File: src/rtl/conv_enc_pkg.sv
// conv_enc_pkg: shared FSM states and code constants for the encoder frame path
package conv_enc_pkg;
  typedef enum logic [2:0] {S_IDLE, S_LOAD, S_CLEAR, S_ENC, S_TAIL, S_FLUSH} state_t;
  localparam int TAIL_LEN = 2;
  localparam int N_OUT = 2;
endpackage

File: src/rtl/conv_enc_frame_ctrl_if.sv
// conv_enc_frame_ctrl_if: source/encoder/sink signals around the frame sequencer
interface conv_enc_frame_ctrl_if
  import conv_enc_pkg::*;
#(
  parameter int LEN_W = 7
);
  logic start, abort, in_bit, in_valid, in_ready;
  logic [LEN_W-1:0] frame_len;
  logic enc_x, enc_rst_n;
  logic [N_OUT-1:0] enc_y, sym_out;
  logic sym_valid, sym_last, busy, done, err;
  modport master (
    output start, frame_len, abort, in_bit, in_valid, enc_y,
    input in_ready, enc_x, enc_rst_n, sym_out, sym_valid, sym_last, busy, done, err
  );
  modport slave (
    input start, frame_len, abort, in_bit, in_valid, enc_y,
    output in_ready, enc_x, enc_rst_n, sym_out, sym_valid, sym_last, busy, done, err
  );
endinterface

File: src/rtl/conv_enc_frame_buf.sv
// conv_enc_frame_buf: MAX_LEN x 1 frame store, combinational read, bulk clear
module conv_enc_frame_buf #(
  parameter int MAX_LEN = 64,
  parameter int AW = $clog2(MAX_LEN)
) (
  input  logic          clk,
  input  logic          reset,
  input  logic          clr,
  input  logic          wr_en,
  input  logic [AW-1:0] wr_addr,
  input  logic          wr_data,
  input  logic [AW-1:0] rd_addr,
  output logic          rd_data
);
  logic [MAX_LEN-1:0] mem;
  // bit storage; clear wipes the whole frame
  always_ff @(posedge clk or negedge reset)
    if (!reset) mem <= '0;
    else if (clr) mem <= '0;
    else if (wr_en) mem[wr_addr] <= wr_data;
  assign rd_data = mem[rd_addr];
endmodule

File: src/rtl/conv_enc_frame_ctrl.sv
// conv_enc_frame_ctrl: buffers a frame, clears the encoder, streams it with a zero tail
module conv_enc_frame_ctrl
  import conv_enc_pkg::*;
#(
  parameter int MAX_LEN = 64,
  parameter int TAIL_LEN = conv_enc_pkg::TAIL_LEN,
  parameter int LEN_W = $clog2(MAX_LEN + 1)
) (
  input logic clk,
  input logic reset,
  conv_enc_frame_ctrl_if.slave bus
);
  localparam int AW = $clog2(MAX_LEN);
  localparam int TW = $clog2(TAIL_LEN + 1);
  localparam logic [LEN_W-1:0] MAX_L = LEN_W'(MAX_LEN);
  localparam logic [TW-1:0] TAIL_LAST = TW'(TAIL_LEN - 1);
  state_t state, next;
  logic [LEN_W-1:0] len_q, wr_cnt, rd_cnt;
  logic [TW-1:0] tail_cnt;
  logic legal, wr_fire, rd_data;
  assign legal = bus.frame_len != '0 && bus.frame_len <= MAX_L;
  assign wr_fire = state == S_LOAD && bus.in_valid;
  conv_enc_frame_buf #(.MAX_LEN(MAX_LEN), .AW(AW)) u_buf (
    .clk(clk),
    .reset(reset),
    .clr(bus.abort),
    .wr_en(wr_fire && !bus.abort),
    .wr_addr(wr_cnt[AW-1:0]),
    .wr_data(bus.in_bit),
    .rd_addr(rd_cnt[AW-1:0]),
    .rd_data(rd_data)
  );
  // state register
  always_ff @(posedge clk or negedge reset)
    if (!reset) state <= S_IDLE;
    else state <= next;
  // next-state: abort overrides every transition
  always_comb begin
    next = state;
    case (state)
      S_IDLE:  next = bus.start && legal ? S_LOAD : S_IDLE;
      S_LOAD:  next = wr_fire && wr_cnt == len_q - LEN_W'(1) ? S_CLEAR : S_LOAD;
      S_CLEAR: next = S_ENC;
      S_ENC:   next = rd_cnt == len_q - LEN_W'(1) ? S_TAIL : S_ENC;
      S_TAIL:  next = tail_cnt == TAIL_LAST ? S_FLUSH : S_TAIL;
      S_FLUSH: next = S_IDLE;
      default: next = S_IDLE;
    endcase
    if (bus.abort) next = S_IDLE;
  end
  // combinational outputs; enc_x is forced to 0 outside ENC so tail and idle feed zeros
  always_comb begin
    bus.in_ready = state == S_LOAD;
    bus.busy = state != S_IDLE;
    bus.enc_x = state == S_ENC && rd_data;
    bus.sym_out = bus.sym_valid ? bus.enc_y : '0;
  end
  // counters and registered outputs; enc_rst_n drops for the CLEAR cycle so the encoder clears on its closing edge
  always_ff @(posedge clk or negedge reset)
    if (!reset) begin
      {len_q, wr_cnt, rd_cnt, tail_cnt} <= '0;
      {bus.enc_rst_n, bus.sym_valid, bus.sym_last, bus.done, bus.err} <= '0;
    end else if (bus.abort) begin
      {len_q, wr_cnt, rd_cnt, tail_cnt} <= '0;
      {bus.enc_rst_n, bus.sym_valid, bus.sym_last, bus.done, bus.err} <= '0;
    end else begin
      len_q <= state == S_IDLE && bus.start && legal ? bus.frame_len : len_q;
      wr_cnt <= state == S_LOAD ? wr_cnt + LEN_W'(wr_fire) : '0;
      rd_cnt <= state == S_ENC ? rd_cnt + LEN_W'(1) : '0;
      tail_cnt <= state == S_TAIL ? tail_cnt + TW'(1) : '0;
      bus.enc_rst_n <= next != S_CLEAR;
      bus.sym_valid <= state == S_ENC || state == S_TAIL;
      bus.sym_last <= state == S_TAIL && tail_cnt == TAIL_LAST;
      bus.done <= state == S_FLUSH;
      bus.err <= state == S_IDLE && bus.start && !legal;
    end
endmodule

File: src/flat_wrapper.sv
// flat-port wrapper written by rule: the top's interface ports become plain ports
module conv_enc_frame_ctrl_flat import conv_enc_pkg::*;
#(
  parameter int MAX_LEN = 64,
  parameter int TAIL_LEN = conv_enc_pkg::TAIL_LEN,
  parameter int LEN_W = $clog2(MAX_LEN + 1)
)
  (clk, reset, bus_start, bus_frame_len, bus_abort, bus_in_bit, bus_in_valid, bus_enc_y, bus_in_ready, bus_enc_x, bus_enc_rst_n, bus_sym_out, bus_sym_valid, bus_sym_last, bus_busy, bus_done, bus_err);
  conv_enc_frame_ctrl_if #(.LEN_W(LEN_W)) bus_i ();
  input logic clk;
  input logic reset;
  input wire logic [$bits(bus_i.start)-1:0] bus_start;
  input wire logic [$bits(bus_i.frame_len)-1:0] bus_frame_len;
  input wire logic [$bits(bus_i.abort)-1:0] bus_abort;
  input wire logic [$bits(bus_i.in_bit)-1:0] bus_in_bit;
  input wire logic [$bits(bus_i.in_valid)-1:0] bus_in_valid;
  input wire logic [$bits(bus_i.enc_y)-1:0] bus_enc_y;
  output wire logic [$bits(bus_i.in_ready)-1:0] bus_in_ready;
  output wire logic [$bits(bus_i.enc_x)-1:0] bus_enc_x;
  output wire logic [$bits(bus_i.enc_rst_n)-1:0] bus_enc_rst_n;
  output wire logic [$bits(bus_i.sym_out)-1:0] bus_sym_out;
  output wire logic [$bits(bus_i.sym_valid)-1:0] bus_sym_valid;
  output wire logic [$bits(bus_i.sym_last)-1:0] bus_sym_last;
  output wire logic [$bits(bus_i.busy)-1:0] bus_busy;
  output wire logic [$bits(bus_i.done)-1:0] bus_done;
  output wire logic [$bits(bus_i.err)-1:0] bus_err;
  assign bus_i.start = bus_start;
  assign bus_i.frame_len = bus_frame_len;
  assign bus_i.abort = bus_abort;
  assign bus_i.in_bit = bus_in_bit;
  assign bus_i.in_valid = bus_in_valid;
  assign bus_i.enc_y = bus_enc_y;
  assign bus_in_ready = bus_i.in_ready;
  assign bus_enc_x = bus_i.enc_x;
  assign bus_enc_rst_n = bus_i.enc_rst_n;
  assign bus_sym_out = bus_i.sym_out;
  assign bus_sym_valid = bus_i.sym_valid;
  assign bus_sym_last = bus_i.sym_last;
  assign bus_busy = bus_i.busy;
  assign bus_done = bus_i.done;
  assign bus_err = bus_i.err;
  conv_enc_frame_ctrl #(.MAX_LEN(MAX_LEN), .TAIL_LEN(TAIL_LEN), .LEN_W(LEN_W)) u_core (.clk(clk), .reset(reset), .bus(bus_i));
endmodule
File: config.mk
export PLATFORM = sky130hd
export DESIGN_NAME = conv_enc_frame_ctrl_flat
export DESIGN_NICKNAME = d
export VERILOG_FILES = /design/src/rtl/conv_enc_pkg.sv /design/src/rtl/conv_enc_frame_ctrl_if.sv /design/src/rtl/conv_enc_frame_buf.sv /design/src/rtl/conv_enc_frame_ctrl.sv /design/src/flat_wrapper.sv
export SDC_FILE = /design/constraint.sdc
export NUM_CORES = 1
export LEC_CHECK = 0
export CORE_MARGIN = 1.5
export CORE_UTILIZATION = 55
export DETAILED_ROUTE_END_ITERATION = 12
export GPL_ROUTABILITY_DRIVEN = 0
export PLACE_DENSITY = 0.76
export SLEW_MARGIN = 20
export SYNTH_ARGS = -nofsm -noshare
export SYNTH_HDL_FRONTEND = slang
export SYNTH_SLANG_ARGS = --single-unit
File: constraint.sdc
create_clock -name clk -period 2.1 [get_ports clk]
set_clock_uncertainty 0.15 [all_clocks]
set_input_delay 0.315 -clock clk [delete_from_list [all_inputs] [get_ports clk]]
set_output_delay 0.315 -clock clk [all_outputs]
set_load 0.02 [all_outputs]
==> impl_results.md <==
- Most frequent cell after synthesis: dfrtp_1
- Yosys warns: 0
- Avg Inst Size Synth: a little over 9 um^2
- Grt total ovfl: 0
- Net count after synthesis: approximately 630
- Initial Util: 56.8%
- Slew margin rel.: between 50% and 60%
- Outcome: finished, violations left
- Die H: 104 um
- Final Hold Viols: 0
- Row count: 36
- Tcrit/Tclk final: 131%
- Failing checks: setup timing
- Worst-path clk slew: 0.09 ns
- Fin crit period: between 2 and 3 ns
- Synth area leaders: dfrtp_1 (43%), mux4_2 (6.5%), mux2i_1 (6.3%)
- 1st-iter DRT viols: between 300 and 400
- Total CTS buffers: 9
- Setup TNS Final: -0.652 ns
- EDFF count, synth: 0
- Worst min path class: primary input to register
- Die Wd: between 100 and 150 um
- Pleak: roughly 2.8 nW
- Worst setup margin: -0.652 ns
- First-pass GRT wire length: 23.5 mm
- Clk_lat worst skew: about 0.37 ns
- Vias after detailed routing: 4753
- Number of I/O pins: 25
- CP endpoint kind: output port
- DRC errors left: 0
- Fmax: about 360 MHz
- H-tree levels: 3
- Register area share after synthesis: a little over two fifths
- Clock sinks: 95
- Number of fill cells in the layout: roughly 800
- Port Buf Inserts: 24
- CTS max path bufs: 2
- Drt pass-1 iters: 5
- Via count of the first global-routing pass: between 4000 and 5000
- Routed vias/inst: ~6.0
- Ratio of cells with drive above 1 in the final layout: between 15 and 20%
- Post-DR wirelength/cell: between 15 and 20 um
- Worst hold slack: between 0.1 and 0.15 ns
- Setup Viol. Count Final: 1
- Seq cells post-synth: 95
- Initial antenna violation count: 0
- CTS tree: done
- Syn-to-layout area delta: 17.0%
- Worst slack, placed: -0.628 ns
- Cell variety after synth: between 50 and 60
- CP max FO: 7
- Final nets: roughly 680
- Cell area after layout: about 0.0065 mm^2
- Maximum VDD drop: approximately 0.34 mV
- Least-Margin Pin Slew: approximately 0.67 ns
- Max-slew violation count: 0
- Routed wire length: ~14 mm
- Synth top area share: a little over two fifths
- Tot GR Track Use: 27.3%
- Post-synth ARST share: between 90% and 100%
- Worst Path Required: 1.63 ns
- Final HPWL DP: 9.49 mm
- Post-route ant nets: 0
- CP Class: register to output port
- Largest net degree at the start of global routing: 96
- Top cells by count, synth: dfrtp_1 (95), nor2_1 (93), nand2_1 (60), a21oi_1 (55), o21ai_0 (45)
- DP Area: about 0.0062 mm^2
- WP data arrival: 2.29 ns
- Area leader, netlist: dfrtp_1
- Max Cap Viol: 0
- Pwr dens: 537 mW/mm^2
- Core area: a little under 0.01 mm^2
- Startpoint types: register
- Mapped Area: roughly 0.0056 mm^2
- Synth Instances: between 600 and 700
- CTS root buffer: clkbuf_8
- Diodes inserted: 0
- Prevailing post-synth register cell: dfrtp_1
- RSZ-0062 raised after global routing: true
- Die ar.: 0.0108 mm^2
-- per-stage QoR --
| step | cells | util, % | power, mW |
|---|---|---|---|
| after global placement | 774 | 63.2 | 2.22 |
| after detailed placement | 774 | 63.2 | 2.23 |
| after global routing | 797 | 66.5 | 3.63 |
| final | 797 | 66.5 | 3.50 |
| after CTS | 793 | 65.7 | 3.50 |
| after floorplan | 614 | - | 2.07 |
-- critical path: stages, from the launching register on --
cell and delay (ns):
dfrtp_1 0.38, buf_6 0.16, mux4_2 0.51, mux2i_1 0.18, nor3_1 0.08, a2111oi_2 0.31, nor3_2 0.11, buf_4 0.17
-- power by group --
part           leakage, nW  internal, mW  switching [mW]
sequential            1.32          1.84          0.0107
clock                0.103         0.619           0.669
combinational         1.40         0.155           0.212
total                 2.82          2.61           0.891
-- flip-flops by register name, indices dropped and copies added, names as in the netlist --
register and flops:
u_core.bus.done 1, u_core.bus.enc_rst_n 1, u_core.bus.err 1, u_core.bus.sym_last 1
u_core.bus.sym_valid 1, u_core.len_q 7, u_core.rd_cnt 7, u_core.state 3
u_core.tail_cnt 2, u_core.u_buf.mem 64, u_core.wr_cnt 7
-- placed cells by master (no fill, tap or decap), types with 11 or more instances in the layout --
master           count
a21oi_1             55
buf_4               60
clkbuf_8            11
clkdlybuf4s50_1     14
dfrtp_1             94
mux2i_1             35
mux4_2              16
nand2_1             60
nand2b_1            15
nand3_1             20
nor2_1              93
o21ai_0             42
xor2_1              11
-- final timing paths --
| kind | from | endpoint | slack (ns) | cells past startpoint |
|---|---|---|---|---|
| max | u_core.rd_cnt[0]$_DFF_PN0_ | bus_enc_x | -0.65 | 7 |
| min | bus_frame_len[2] | u_core.len_q[2]$_DFFE_PN0P_ | 0.10 | 3 |
| max reg2reg | u_core.rd_cnt[4]$_DFF_PN0_ | u_core.state[2]$_DFF_PN0_ | 0.05 | 6 |
| min reg2reg | u_core.tail_cnt[0]$_DFF_PN0_ | u_core.tail_cnt[0]$_DFF_PN0_ | 0.30 | 1 |
| max in group asynchronous | reset | u_core.state[1]$_DFF_PN0_ | 0.99 | 3 |
| min in group asynchronous | reset | u_core.len_q[1]$_DFFE_PN0P_ | 0.34 | 3 |
-- layer usage --
| metal | vias to the layer above | track usage, % | part of all wire [%] | wire length [um] |
|---|---|---|---|---|
| li1 | 2211 | - | - | - |
| met1 | 2340 | 35.8 | 43 | 6050 |
| met2 | 162 | 43.6 | 48 | 6760 |
| met3 | 40 | 4.41 | 4.8 | 681 |
| met4 | 0 | 14.8 | 3.9 | 554 |
| met5 | - | 0 | 0 | 0 |
-- cell families (layout without fill, tap and decap cells) --
logic type / count (synthesis) / after routing / synth area share [%]
fa+ha+maj: 5 / 5 / 1.12
compound gates: 121 / 121 / 12.2
flops: 95 / 95 / 42.6
xor+xnor: 22 / 22 / 3.70
mux: 51 / 51 / 12.7
simple gates: 254 / 254 / 22.5
buf+inv: 66 / 116 / 5.18
-- layout make-up --
cell class	count	area, um^2	area share, %
multi-input cells	453	2960	45.4
flip-flops and latches	95	2380	36.4
repair buffers	89	769	11.8
inverters	11	45.0	0.690
clock inverters	4	51.3	0.786
well taps	133	166	2.55
clock buffers	12	155	2.38
-- what timing repair did --
action / 4_1_cts / 5_1_grt
hold endpoints to repair: 95 / 0
setup buffers: 2 / 4
endpoints found under the setup margin: 5 / 23
pin swaps: 6 / 9
hold buffers: 1 / 0
resized for setup: 11 / 18
(Power assumes the default switching activity.)
